File: config.mk
export PLATFORM = sky130hd
export DESIGN_NAME = clk_enable_gen
export DESIGN_NICKNAME = d
export VERILOG_FILES = /design/src/rtl/clk_enable_gen.sv
export SDC_FILE = /design/constraint.sdc
export NUM_CORES = 1
export LEC_CHECK = 0
export BUFFER_PORTS_ARGS = -buffer_cell sky130_fd_sc_hd__buf_2
export CELL_PAD_IN_SITES_DETAIL_PLACEMENT = 2
export CELL_PAD_IN_SITES_GLOBAL_PLACEMENT = 2
export CORE_MARGIN = 10
export CORE_UTILIZATION = 35
export CTS_CLUSTER_SIZE = 10
export DETAILED_ROUTE_END_ITERATION = 10
export PLACE_DENSITY = 0.72
export SETUP_SLACK_MARGIN = 0.4
export SLEW_MARGIN = 0
export SYNTH_ARGS = -nofsm -noshare
export SYNTH_HDL_FRONTEND = slang
export SYNTH_SLANG_ARGS = --single-unit
File: constraint.sdc
create_clock -name clk_100mhz -period 8.8 [get_ports clk_100mhz]
set_clock_uncertainty 0.15 [all_clocks]
set_input_delay 1.76 -clock clk_100mhz [delete_from_list [all_inputs] [get_ports clk_100mhz]]
set_output_delay 1.76 -clock clk_100mhz [all_outputs]
set_load 0.02 [all_outputs]
File: src/rtl/clk_enable_gen.sv
// clk_enable_gen: NUM_CH independent clock-enable channels on the system clock.
// Each channel has a runtime-programmable divisor and emits a registered
// one-cycle tick every div clocks; div == 0 disables the channel.
// Global controls: sync (restart all counters in phase) and pause (freeze).
// Optional feature macro: CLKEN_SQUARE_OUT_EN adds per-channel square-wave
// outputs that toggle on every tick; without it sq is tied low.
module clk_enable_gen #(
  parameter int NUM_CH      = 4,
  parameter int DIV_W       = 32,
  parameter int DEFAULT_DIV = 1000,
  localparam int CH_W       = (NUM_CH > 1) ? $clog2(NUM_CH) : 1
) (
  input  logic              clk_100mhz,
  input  logic              rst,
  input  logic              wr_en,
  input  logic [CH_W-1:0]   wr_ch,
  input  logic [DIV_W-1:0]  wr_div,
  input  logic              sync,
  input  logic              pause,
  output logic [NUM_CH-1:0] tick,
  output logic [DIV_W-1:0]  div_rd,
  output logic [NUM_CH-1:0] sq
);

  logic [DIV_W-1:0]  div_q  [NUM_CH];
  logic [DIV_W-1:0]  div_d  [NUM_CH];
  logic [DIV_W-1:0]  cnt_q  [NUM_CH];
  logic [DIV_W-1:0]  cnt_d  [NUM_CH];
  logic [NUM_CH-1:0] tick_q;
  logic [NUM_CH-1:0] tick_d;
  logic [NUM_CH-1:0] wr_sel_s;

  // Decode the write strobe to one channel; codes >= NUM_CH select nothing.
  always_comb begin
    wr_sel_s = {NUM_CH{1'b0}};
    for (int i = 0; i < NUM_CH; i++) begin
      if (wr_en && (wr_ch == CH_W'(i))) begin
        wr_sel_s[i] = 1'b1;
      end else begin
        wr_sel_s[i] = 1'b0;
      end
    end
  end

  // Combinational divisor readback; an out-of-range channel reads as zero.
  always_comb begin
    div_rd = {DIV_W{1'b0}};
    for (int i = 0; i < NUM_CH; i++) begin
      if (wr_ch == CH_W'(i)) begin
        div_rd = div_q[i];
      end
    end
  end

  // Per-channel next state. Priority: sync > write > pause > count.
  // div == 0 is tested before the div-1 compare so it never wraps to all-ones.
  always_comb begin
    for (int i = 0; i < NUM_CH; i++) begin
      div_d[i]  = div_q[i];
      cnt_d[i]  = cnt_q[i];
      tick_d[i] = 1'b0;
      if (wr_sel_s[i]) begin
        div_d[i] = wr_div;
      end else begin
        div_d[i] = div_q[i];
      end
      if (sync) begin
        cnt_d[i] = {DIV_W{1'b0}};
      end else if (wr_sel_s[i]) begin
        // A written channel restarts; under pause it then stays frozen at 0.
        cnt_d[i] = {DIV_W{1'b0}};
      end else if (pause) begin
        cnt_d[i] = cnt_q[i];
      end else if (div_q[i] == {DIV_W{1'b0}}) begin
        cnt_d[i] = {DIV_W{1'b0}};
      end else if (cnt_q[i] == (div_q[i] - DIV_W'(1))) begin
        cnt_d[i]  = {DIV_W{1'b0}};
        tick_d[i] = 1'b1;
      end else begin
        cnt_d[i] = cnt_q[i] + DIV_W'(1);
      end
    end
  end

  // Divisor, counter and tick registers with asynchronous reset.
  always_ff @(posedge clk_100mhz or posedge rst) begin
    if (rst) begin
      for (int i = 0; i < NUM_CH; i++) begin
        div_q[i] <= DIV_W'(DEFAULT_DIV);
        cnt_q[i] <= {DIV_W{1'b0}};
      end
      tick_q <= {NUM_CH{1'b0}};
    end else begin
      for (int i = 0; i < NUM_CH; i++) begin
        div_q[i] <= div_d[i];
        cnt_q[i] <= cnt_d[i];
      end
      tick_q <= tick_d;
    end
  end

  assign tick = tick_q;

`ifdef CLKEN_SQUARE_OUT_EN
  logic [NUM_CH-1:0] sq_q;
  logic [NUM_CH-1:0] sq_d;

  // Square wave toggles on the same edge that registers a tick; sync clears it.
  always_comb begin
    sq_d = sq_q;
    if (sync) begin
      sq_d = {NUM_CH{1'b0}};
    end else begin
      sq_d = sq_q ^ tick_d;
    end
  end

  // Square-wave toggle flops with asynchronous reset.
  always_ff @(posedge clk_100mhz or posedge rst) begin
    if (rst) begin
      sq_q <= {NUM_CH{1'b0}};
    end else begin
      sq_q <= sq_d;
    end
  end

  assign sq = sq_q;
`else
  assign sq = {NUM_CH{1'b0}};
`endif

endmodule

# [Word-level counts from Yosys, hierarchy flattened]
# Cells that the tools add are included.
[word_totals] register_bits=260 in_bits=39 output_inout_bits=40 elab_cells=85
[classes] n_addsub=8 n_eq_ne=11 mux=48 reduce_logical=9
[ops] cell="$mux 32" n=24
[ops] cell="$add 32x1->32 const B" n=4
[ops] cell="$eq 32x32->1" n=4
[ops] cell="$logic_not 32->1" n=4
[ops] cell="$sub 32x1->32 const B" n=4
[ops] cell="$mux 1" n=24
[ops] cell="$ne 3x2->1 const B" n=4
[ops] cell="$eq 2x2->1 const B" n=2
[ops] cell="$logic_and 1x1->1" n=4
[ops] cell="$eq 2x1->1 const B" n=1
[ops] cell="$logic_not 2->1" n=1

# [Depth between registers and ports, before layout]
# Gate-level depths: netlist of the first run.
[logic_depth] word_depth=7 mapped_depth=15 mapped_depth_nobuf=11

# [Worst setup path before layout of the first run]
# No wires, ideal clock.
[synth_path] kind="input port to output port" from="input wr_ch[0]" to="output div_rd[10]" arrival_ns=3.241 t_required_ns=6.890 slack_ns=3.649 cell_stages=3 path_buffers=2 cell_sequence="clkbuf_1 buf_1 mux4_2"
[synth_between] elab_chain_len=5 word_cells_on_any_way=8 cone_classes="eq/ne (3); mux (4); reduce/logical (1)"
[synth_lines] item="start, declared" line_no="16" text="input logic [CH_W-1:0] wr_ch,"
[synth_lines] item="$logic_not 2->1" line_no="49" text="if (wr_ch == CH_W'(i)) begin"
[synth_lines] item="$mux 32 (3 in series)" line_no="49"
[synth_lines] item="$mux 32 *" line_no="49"
[synth_lines] item="end, declared" line_no="21" text="output logic [DIV_W-1:0] div_rd,"
# Every way passes the cells marked *; elsewhere a longest branch is shown, timed or not.

# [Final worst setup path of the first run]
[layout_path] from="register div_q[43] in the netlist's numbering" to="register cnt_q[59] in the netlist's numbering"
[layout_between] elab_chain_len=7 word_cells_on_any_way=8 cone_classes="add/sub (1); eq/ne (1); mux (5); reduce/logical (1)"
[layout_lines] item="start, declared" line_no="25" text="logic [DIV_W-1:0] div_q [NUM_CH];"
[layout_lines] item="start signal, assigned by index" line_no="89" text="div_q[i] <= DIV_W'(DEFAULT_DIV);"
[layout_lines] item="start signal, assigned by index" line_no="95" text="div_q[i] <= div_d[i];"
[layout_lines] item="$sub 32x1->32" line_no="76" text="end else if (cnt_q[i] == (div_q[i] - DIV_W'(1))) begin"
[layout_lines] item="$eq 32x32->1" line_no="76"
[layout_lines] item="$mux 32" line_no="76"
[layout_lines] item="$mux 32 *" line_no="74" text="end else if (div_q[i] == {DIV_W{1'b0}}) begin"
[layout_lines] item="$mux 32 *" line_no="72" text="end else if (pause) begin"
[layout_lines] item="$mux 32 *" line_no="69" text="end else if (wr_sel_s[i]) begin"
[layout_lines] item="$mux 32 *" line_no="67" text="if (sync) begin"
[layout_lines] item="end signal, assigned by index" line_no="90" text="cnt_q[i] <= {DIV_W{1'b0}};"
[layout_lines] item="end signal, assigned by index" line_no="96" text="cnt_q[i] <= cnt_d[i];"
[layout_lines] item="end, declared" line_no="27" text="logic [DIV_W-1:0] cnt_q [NUM_CH];"
# Every way passes the cells marked *; elsewhere a longest branch is shown, timed or not. The select of a mux whose other input is x is not followed.
# A chain may end at the register's enable or synchronous reset.

==> flow_summary_export.csv, run 1 <==
group,metric,value,unit
hold_path,hold_end,"cnt_q[127]$_DFFE_PP0P_",
synthesis,netlist_instances,1940,
pwr,leakagePower,0.00759,uW
clock_network,clock_sinks,260,
synthesis,ys_types,79,
pwr,total_power,3910,uW
timing,tns,0,ns
timing,max_freq,185,MHz
synthesis,synth_compound_area_share,11.3,%
hold_path,hold_path_class,"flip-flop to flip-flop",
timing,setup_violations,0,
global_routing,grt_max_degree,146,
synthesis,synth_seq_area_share,36.5,%
synthesis,synth-xor-area-share,8.65,%
synthesis,synth-simple-area-share,24.6,%
clock_network,cts_buffers,35,
worst_setup_path,crit_fanout,30,
synthesis,yosysTopAreaCellShare,32.9,%
synthesis,synth_mux_area_share,14.1,%
drt,drtPass1Iterations,5,
placed_design,post-place-cells,2573,
placed_design,postPlaceCellArea,18800,um^2
final_layout,multi_input_area,10700,um^2
global_routing,grt.total_usage,22.2,%
placed_design,place_hpwl,50500,um
final_layout,final_cells,2634,
pwr,power_density,197,nW/um^2
final_layout,fin_nets,1985,
drt,ant_nets,0,
floorplan,rows,82,
placed_design,place_congestion,0.861,
floorplan,coreArea,50400,um^2
global_routing,overflow,0,
drt,totalWireLength,68400,um
synthesis,synth_edf_count,0,
worst_setup_path,cp-start-kind,"flip-flop",
synthesis,ys_ff_latch,260,
clock_network,cts_max_level,2,
global_routing,antenna_found_initial,2,
synthesis,synth_ff_type,"dfrtp_1",
synthesis,yosys-top-cells-area,"dfrtp_1, mux2_2, xnor2_1, mux4_2, xor2_1",
timing,slew_violations,0,
drt,routed_via_density,6.10,
synthesis,async_flop_share,100,%
clock_network,post_cts_resize_count,0,
hold_path,whs_path_depth,1,
synthesis,yosys_warnings,0,
worst_setup_path,r2r_slack,3.39,ns
final_layout,syn2layout_area_growth,11.0,%
worst_setup_path,cp.arrival,5.67,ns
drt,drt_iter0_drc,932,
clock_network,cts-root-buf,"clkbuf_16",
hold_path,hold_start,"cnt_q[127]$_DFFE_PP0P_",
synthesis,synth_top_family_by_area,"simple AND/OR/NAND/NOR gates",
drt,drc,0,
timing,post-route-min-period,5.41,ns
worst_setup_path,r2r-start,"div_q[43]$_DFFE_PP0P_",
synthesis,synth.most_common_cell,"dfrtp_1",
synthesis,netlist_top_cells_count,"dfrtp_1, nand2_1, mux2_2, nand3_1, nor2_1",
drt,wl_per_cell,26.0,um
floorplan,die_y,246,um
timing,rsz0062_at_grt,"no",
synthesis,synth_adder_area_share,0.558,%
floorplan,ios,79,
synthesis,syn-cell-area,17900,um^2
worst_setup_path,end_kind,"flip-flop",
worst_setup_path,worstReg2RegEnd,"cnt_q[59]$_DFFE_PP0P_",
clock_network,cts_setup_buffers,0,
final_layout,fillers,5504,
clock_network,ctsHoldBuffers,0,
run,maxCapViolations,0,
final_layout,drive_gt1_share,19.4,%
global_routing,grt_first_pass_wirelength,105000,um
global_routing,grt_pass1_vias,17100,
synthesis,yosys.area.top_type,"dfrtp_1",
clock_network,clockBufferDepth,3,
worst_setup_path,crit_required,9.06,ns
synthesis,syn_area_per_cell,9.24,um^2
timing,timing.final.crit_share,61.4,%
pwr,vdd_drop_max,0.180,mV
drt,num_vias,16100,
timing,relSlewSlack,26.6,%
placed_design,place_ws,3.50,ns
floorplan,die_w,246,um
final_layout,postLayoutCellArea,19900,um^2
floorplan,die-area,60700,um^2
status,run_status,"finished clean",
timing,fin_ws,3.39,ns
clock_network,clk_pin_slew,0.06,ns
worst_setup_path,critical_path_class,"flip-flop to flip-flop",
placed_design,io_buffers,74,
clock_network,clk_latency,0.58,ns
clock_network,cts_tree,"yes",
final_layout,seqCellArea,6540,um^2
timing,final_hold_viol_count,0,
worst_setup_path,rr_worst_depth,10,
floorplan,start_util,35.6,%
timing,worstMarginPinSlew,1.10,ns
==> metal layers <==
layer	track usage [%]	vias up	share of wire, %
met5	0	-	0
met4	6.62	0	2.5
met3	4.10	75	5.5
met2	35.3	334	46
met1	30.0	8470	46
li1	-	7193	-
==> worst max path at each step <==
stage	startpoint	end	slack [ns]	depth (start not counted)
CTS	div_q[43]$_DFFE_PP0P_	cnt_q[59]$_DFFE_PP0P_	3.34	10
global placement	wr_ch[0]	div_rd[24]	3.60	4
global route	div_q[43]$_DFFE_PP0P_	cnt_q[60]$_DFFE_PP0P_	2.93	10
finish	div_q[43]$_DFFE_PP0P_	cnt_q[59]$_DFFE_PP0P_	3.39	10
floorplan	rst	cnt_q[0]$_DFFE_PP0P_	3.48	1
detailed placement	div_q[43]$_DFFE_PP0P_	cnt_q[59]$_DFFE_PP0P_	3.50	10
==> sequential cells by signal, summed over array words and instances, names as in the netlist <==
signal / cells
tick: 4
div_q: 128
cnt_q: 128
==> cell type report <==
cell class	instances	share of cell area [%]
Sequential cell	260	32.8
Tap cell	672	4.23
Antenna cell	1	0.0126
Clock inverter	9	0.440
Inverter	51	0.981
Clock buffer	51	5.06
Multi-Input combinational cell	1494	53.7
Timing Repair Buffer	96	2.75
==> critical path, cell delays in order (launching register included) <==
cell and delay, ns:
dfrtp_1 0.49, nor4_1 0.80, nand4_1 0.72, nor4_1 1.00, or4_1 0.22, o211ai_1 0.11
and4_1 0.22, nand4_1 0.11, buf_4 0.32, nand2_1 0.54, o311ai_0 0.55
==> cell families (layout without fill, tap and decap cells) <==
kind of cell / after synthesis / count (layout)
xor+xnor: 177 / 177
other cells: 1 / 5
compound gates: 287 / 287
simple gates: 821 / 821
flops: 260 / 260
fa+ha+maj: 8 / 8
mux: 197 / 197
buf+inv: 189 / 207
==> where the power goes <==
part           switching (uW)  leakage, uW  internal, uW
Combinational             466      0.00373           381
Sequential                337      0.00332          1330
Clock                     581     0.000537           823
==> cells in the final DEF, fill, tap and decap left out, types with 31 or more instances in the layout <==
| cell type | instances |
|---|---|
| a31oi_1 | 31 |
| and3_1 | 40 |
| buf_2 | 74 |
| clkbuf_16 | 36 |
| dfrtp_1 | 236 |
| inv_1 | 50 |
| mux2_2 | 130 |
| mux2i_1 | 35 |
| mux4_2 | 32 |
| nand2_1 | 170 |
| nand3_1 | 122 |
| nand4_1 | 67 |
| nor2_1 | 114 |
| nor3_1 | 66 |
| nor4_1 | 47 |
| o21ai_0 | 61 |
| or3_1 | 31 |
| or4_1 | 33 |
| xnor2_1 | 99 |
| xor2_1 | 78 |
==> through the flow <==
| stage | utilization, % | hold slack, ns |
|---|---|---|
| after floorplan | - | 0.352 |
| final | 39.5 | 0.408 |
| after CTS | 39.5 | 0.414 |
| after global placement | 37.3 | 0.383 |
| after detailed placement | 37.3 | 0.394 |
| after global routing | 39.5 | 0.442 |
No activity file was read; power rests on OpenSTA's default activity.
==> run 2, diff against run 1 <==
Settings changed: PLACE_DENSITY 0.72 to 0.69.
Clock period 8.8 ns to 5.51 ns, I/O delays scaled along.
==> run 2 against run 1 <==
  * Critical path depth unchanged
  * Register-to-register slack worse by 2.6 ns
  * Hold slack worse by 0.0022 ns
  * Critical path type unchanged
  * Die area unchanged
  * Non-clock buffer count up 5
  * Flip-flop and latch count unchanged
  * Sequential share of layout area down 0.15 points
  * Maximum frequency up 14%
  * Worst setup slack worse by 2.6 ns
  * Clock power up 64%
  * Combinational power up 61%
  * Largest cell class unchanged
==> flow_summary_export.csv, run 2 (synthesis gave the netlist of run 1 again) <==
group,metric,value,unit
pwr,total_power,6300,uW
floorplan,rows,82,
timing,rsz0062_at_grt,"no",
final_layout,final_cell_mix,"dfrtp_1, nand2_1, mux2_2",
timing,slew_violations,0,
clock_network,post_cts_resize_count,0,
floorplan,coreArea,50400,um^2
clock_network,clockBufferDepth,3,
hold_path,whs_path_depth,1,
clock_network,cts_tree,"yes",
global_routing,grt_pass1_vias,17200,
timing,final_hold_viol_count,0,
timing,tns,0,ns
floorplan,die_w,246,um
global_routing,grt_first_pass_wirelength,105000,um
drt,drtPass1Iterations,5,
clock_network,cts_setup_buffers,0,
drt,totalWireLength,67700,um
clock_network,cts-root-buf,"clkbuf_16",
timing,timing.final.crit_share,86.4,%
clock_network,ctsHoldBuffers,0,
global_routing,grt_max_degree,147,
worst_setup_path,crit_fanout,29,
final_layout,fillers,5535,
pwr,power_density,315,nW/um^2
global_routing,overflow,0,
clock_network,clk_pin_slew,0.05,ns
drt,wl_per_cell,25.6,um
global_routing,antenna_found_initial,5,
floorplan,die_y,246,um
drt,ant_nets,0,
drt,drc,0,
drt,num_vias,16100,
timing,relSlewSlack,31.7,%
pwr,combPwrFrac,21.6,%
placed_design,place_ws,0.774,ns
timing,fin_ws,0.751,ns
timing,worstMarginPinSlew,1.02,ns
pwr,power_switching,2220,uW
timing,post-route-min-period,4.76,ns
final_layout,postLayoutCellArea,20000,um^2
drt,routed_via_density,6.09,
placed_design,postPlaceCellArea,18900,um^2
worst_setup_path,r2r_slack,0.75,ns
pwr,leakagePower,0.00763,uW
pwr,switching_share,35.2,%
worst_setup_path,r2r-start,"div_q[66]$_DFFE_PP0P_",
worst_setup_path,rr_worst_depth,10,
pwr,seqPwrFrac,41.9,%
pwr,p_int,4080,uW
final_layout,drive_gt1_share,19.6,%
hold_path,hold_path_class,"flip-flop to flip-flop",
clock_network,cts_max_level,2,
placed_design,io_buffers,74,
clock_network,clk_latency,0.57,ns
floorplan,start_util,35.6,%
placed_design,post-place-cells,2578,
floorplan,ios,79,
floorplan,die-area,60700,um^2
drt,drt_iter0_drc,1076,
worst_setup_path,cp-start-kind,"flip-flop",
timing,setup_violations,0,
clock_network,cts_buffers,36,
hold_path,hold_end,"cnt_q[95]$_DFFE_PP0P_",
hold_path,hold_start,"cnt_q[95]$_DFFE_PP0P_",
pwr,vdd_drop_max,0.249,mV
clock_network,clock_sinks,260,
run,maxCapViolations,0,
worst_setup_path,crit_required,5.74,ns
status,run_status,"finished clean",
final_layout,fin_nets,1991,
placed_design,place_congestion,0.892,
final_layout,final_common_cell,"dfrtp_1",
worst_setup_path,critical_path_class,"flip-flop to flip-flop",
final_layout,syn2layout_area_growth,11.5,%
placed_design,place_hpwl,50300,um
pwr,clkPwrFrac,36.4,%
global_routing,grt.total_usage,22.2,%
final_layout,antennaDiodeCount,0,
worst_setup_path,end_kind,"flip-flop",
final_layout,final_cells,2642,
worst_setup_path,cp.arrival,4.99,ns
timing,max_freq,210,MHz
worst_setup_path,worstReg2RegEnd,"cnt_q[87]$_DFFE_PP0P_",
[run 2: changes by cell type in the layout (fill, tap and decap cells not counted), sizes merged]
cell,before,now
bufinv,1,0
clkinv,6,4
clkinvlp,2,3
buf,96,101
diode,1,0
clkbuf,51,57
[run 2: power groups by stage]
stage | Clock, uW | Combinational (uW) | Sequential [uW]
final | 2290 | 1360 | 2640
after global placement | 0 | 1300 | 2640
after CTS | 2360 | 1360 | 2630
after detailed placement | 0 | 1350 | 2660
after floorplan | 0 | 1080 | 2320
after global routing | 2440 | 1490 | 2670
[run 2: layout make-up]
class,instances,area [um^2],share of cell area [%]
multi-input combinational,1494,10700,53.4
sequential,260,6540,32.7
clock buffer,57,1080,5.41
tap,672,841,4.21
timing repair buffer,101,598,2.99
inverter,51,195,0.977
clock inverter,7,55.1,0.275
[run 2: per-layer routing]
layer	GRT usage [%]	share of wire (%)
met3	5.36	6.4
met1	29.4	45
met4	4.10	1.5
met5	0	0
met2	36.2	47
[run 2: per-stage QoR]
step,util [%],hold WS (ns)
after floorplan,-,0.352
after global placement,37.4,0.384
after detailed placement,37.4,0.390
after CTS,39.7,0.406
after global routing,39.7,0.427
final,39.7,0.406
[run 2: how the worst max path moves through the flow]
stage | startpoint | to | slack, ns | cells past startpoint
floorplan | rst | cnt_q[0]$_DFFE_PP0P_ | 0.85 | 1
global placement | div_q[66]$_DFFE_PP0P_ | cnt_q[94]$_DFFE_PP0P_ | 0.93 | 10
detailed placement | div_q[66]$_DFFE_PP0P_ | cnt_q[87]$_DFFE_PP0P_ | 0.77 | 10
CTS | div_q[66]$_DFFE_PP0P_ | cnt_q[87]$_DFFE_PP0P_ | 0.69 | 10
global route | div_q[4]$_DFFE_PP0P_ | cnt_q[15]$_DFFE_PP0P_ | 0.41 | 9
finish | div_q[66]$_DFFE_PP0P_ | cnt_q[87]$_DFFE_PP0P_ | 0.75 | 10
[run 2: critical path, stage by stage (launching register included)]
cell and delay (ns):
dfrtp_1 0.48, or4_1 0.59, or2_2 0.43, or4b_2 0.70, xnor2_1 0.18, nor4_1 0.34
nand4_1 0.12, or4_1 0.51, buf_4 0.26, nand2_1 0.56, o311ai_0 0.25
==> run 3, diff against run 2 <==
Settings changed: CELL_PAD_IN_SITES_DETAIL_PLACEMENT 2 to 0.
==> run 3 against run 2 <==
  * Cell count down 0.26%
  * Die area stayed put
  * Combinational power fell by 3%
  * Register-to-register slack improved by 0.14 ns
  * Sequential share of layout area up 0.11 points
  * Clock-buffer cell count shrank 4
  * Hold slack worse by 0.0061 ns
  * Critical path depth stayed put
  * Clock power shrank 5%
  * First-iteration DRC count grew 14%
  * Largest cell class unchanged
==> flow_summary_export.csv, run 3 (synthesis gave the netlist of run 1 again) <==
group,metric,value,unit
floorplan,coreArea,50400,um^2
timing,setup_violations,0,
placed_design,place_ws,0.911,ns
final_layout,syn2layout_area_growth,11.1,%
pwr,power_density,308,nW/um^2
clock_network,cts-root-buf,"clkbuf_16",
timing,tns,0,ns
clock_network,cts_tree,"yes",
hold_path,whs_path_depth,1,
final_layout,final_cell_mix,"dfrtp_1, nand2_1, mux2_2",
worst_setup_path,crit_start,"div_q[64]$_DFFE_PP0P_",
worst_setup_path,crit_fanout,29,
timing,max_freq,217,MHz
drt,drc,0,
worst_setup_path,critical_path_class,"flip-flop to flip-flop",
clock_network,clockBufferDepth,3,
worst_setup_path,critPathSlowestCell,"or4b_2",
timing,relSlewSlack,34.2,%
timing,slew_violations,0,
run,maxCapViolations,0,
worst_setup_path,crit_required,5.75,ns
worst_setup_path,cp-start-kind,"flip-flop",
pwr,leakagePower,0.00761,uW
floorplan,die-area,60700,um^2
worst_setup_path,r2r-start,"div_q[64]$_DFFE_PP0P_",
clock_network,clk_pin_slew,0.05,ns
placed_design,place_hpwl,45300,um
global_routing,antenna_found_initial,1,
global_routing,grt_first_pass_wirelength,93100,um
worst_setup_path,worstReg2RegEnd,"cnt_q[87]$_DFFE_PP0P_",
timing,rsz0062_at_grt,"no",
drt,ant_nets,0,
global_routing,grt_pass1_vias,14700,
timing,fin_ws,0.893,ns
hold_path,hold_end,"cnt_q[95]$_DFFE_PP0P_",
worst_setup_path,cp.arrival,4.86,ns
floorplan,die_y,246,um
placed_design,io_buffers,74,
worst_setup_path,rr_worst_depth,10,
global_routing,overflow,0,
worst_setup_path,path_common_cell,"or4_1",
drt,num_vias,15500,
global_routing,grt_max_degree,147,
drt,drtPass1Iterations,5,
timing,post-route-min-period,4.62,ns
worst_setup_path,cpPeakStageDelay,0.67,ns
floorplan,ios,79,
hold_path,hold_path_class,"flip-flop to flip-flop",
clock_network,clk_latency,0.56,ns
drt,routed_via_density,5.87,
final_layout,antennaDiodeCount,0,
final_layout,fin_nets,1989,
floorplan,start_util,35.6,%
drt,drt_iter0_drc,1224,
clock_network,cts_buffers,34,
clock_network,cts_max_level,2,
status,run_status,"finished clean",
floorplan,die_w,246,um
worst_setup_path,r2r_slack,0.89,ns
drt,totalWireLength,60900,um
clock_network,clock_sinks,260,
drt,wl_per_cell,23.1,um
placed_design,place_congestion,0.892,
timing,timing.final.crit_share,83.8,%
pwr,vdd_drop_max,0.211,mV
floorplan,rows,82,
timing,final_hold_viol_count,0,
final_layout,drive_gt1_share,19.5,%
hold_path,hold_start,"cnt_q[95]$_DFFE_PP0P_",
clock_network,cts_setup_buffers,0,
final_layout,final_common_cell,"dfrtp_1",
global_routing,grt.total_usage,19.7,%
worst_setup_path,cp_cell_sequence,"or4_1 > or2_2 > or4b_2 > xnor2_1 > nor4_1 > nand4_1 > or4_1 > buf_4 > nand2_1 > o311ai_0",
worst_setup_path,end_kind,"flip-flop",
timing,worstMarginPinSlew,0.987,ns
==> run 3: changes by cell type in the layout (fill, tap and decap cells not counted), sizes merged <==
cell,before,now
clkbuf,57,53
clkinv,4,3
clkinvlp,3,2
inv,51,50
==> run 3: how the worst max path moves through the flow <==
| stage | cells past startpoint | slack, ns | to |
|---|---|---|---|
| finish | 10 | 0.89 | cnt_q[87]$_DFFE_PP0P_ |
| CTS | 10 | 0.90 | cnt_q[94]$_DFFE_PP0P_ |
| global placement | 10 | 0.93 | cnt_q[94]$_DFFE_PP0P_ |
| floorplan | 1 | 0.85 | cnt_q[0]$_DFFE_PP0P_ |
| detailed placement | 10 | 0.91 | cnt_q[92]$_DFFE_PP0P_ |
| global route | 10 | 0.57 | cnt_q[3]$_DFFE_PP0P_ |
==> run 3: power by group <==
| part | switching (uW) | leakage [uW] | internal [uW] |
|---|---|---|---|
| clock | 884 | 0.000523 | 1300 |
| sequential | 505 | 0.00332 | 2120 |
| combinational | 710 | 0.00376 | 612 |
| total | 2100 | 0.00761 | 4030 |
==> run 3: through the flow <==
stage                     instance area, um^2  instances  power, uW  hold slack (ns)  util, %
after CTS                               19900       2635       6190            0.406     39.5
after global placement                  18900       2578       3940            0.384     37.4
after detailed placement                18900       2578       3950            0.388     37.4
after global routing                    19900       2635       6420            0.447     39.5
after floorplan                         17900       1943       3400            0.352        -
final                                   19900       2635       6130            0.400     39.5
==> run 3: area by class of cell <==
cell class              instances  area (um^2)
inverters                      51          195
repair buffers                101          598
flip-flops and latches        260         6540
fillers                      5011        30500
clock buffers                  53         1050
well taps                     672          841
clock inverters                 4         22.5
multi-input cells            1494        10700
==> run 3: worst max-delay path, delay by kind of cell, from the launching register on <==
kind            cells  cell delay [ns]
simple gates        7             3.20
buf+inv             1             0.25
compound gates      1             0.23
flops               1             0.43
xor+xnor            1             0.17
==> run 3: what timing repair did <==
action / CTS / global route
setup endpoints to repair: 0 / 1
resized for setup: 0 / 1
hold buffers: 0 / 0
==> run 3: routing by layer <==
metal  track usage (%)  up-vias  part of all wire (%)
met1              27.4     7803                    46
met2              30.1      393                    44
met3              5.15       59                   7.5
met4              4.71        0                   1.7
li1                  -     7214                     -
met5                 0        -                     0
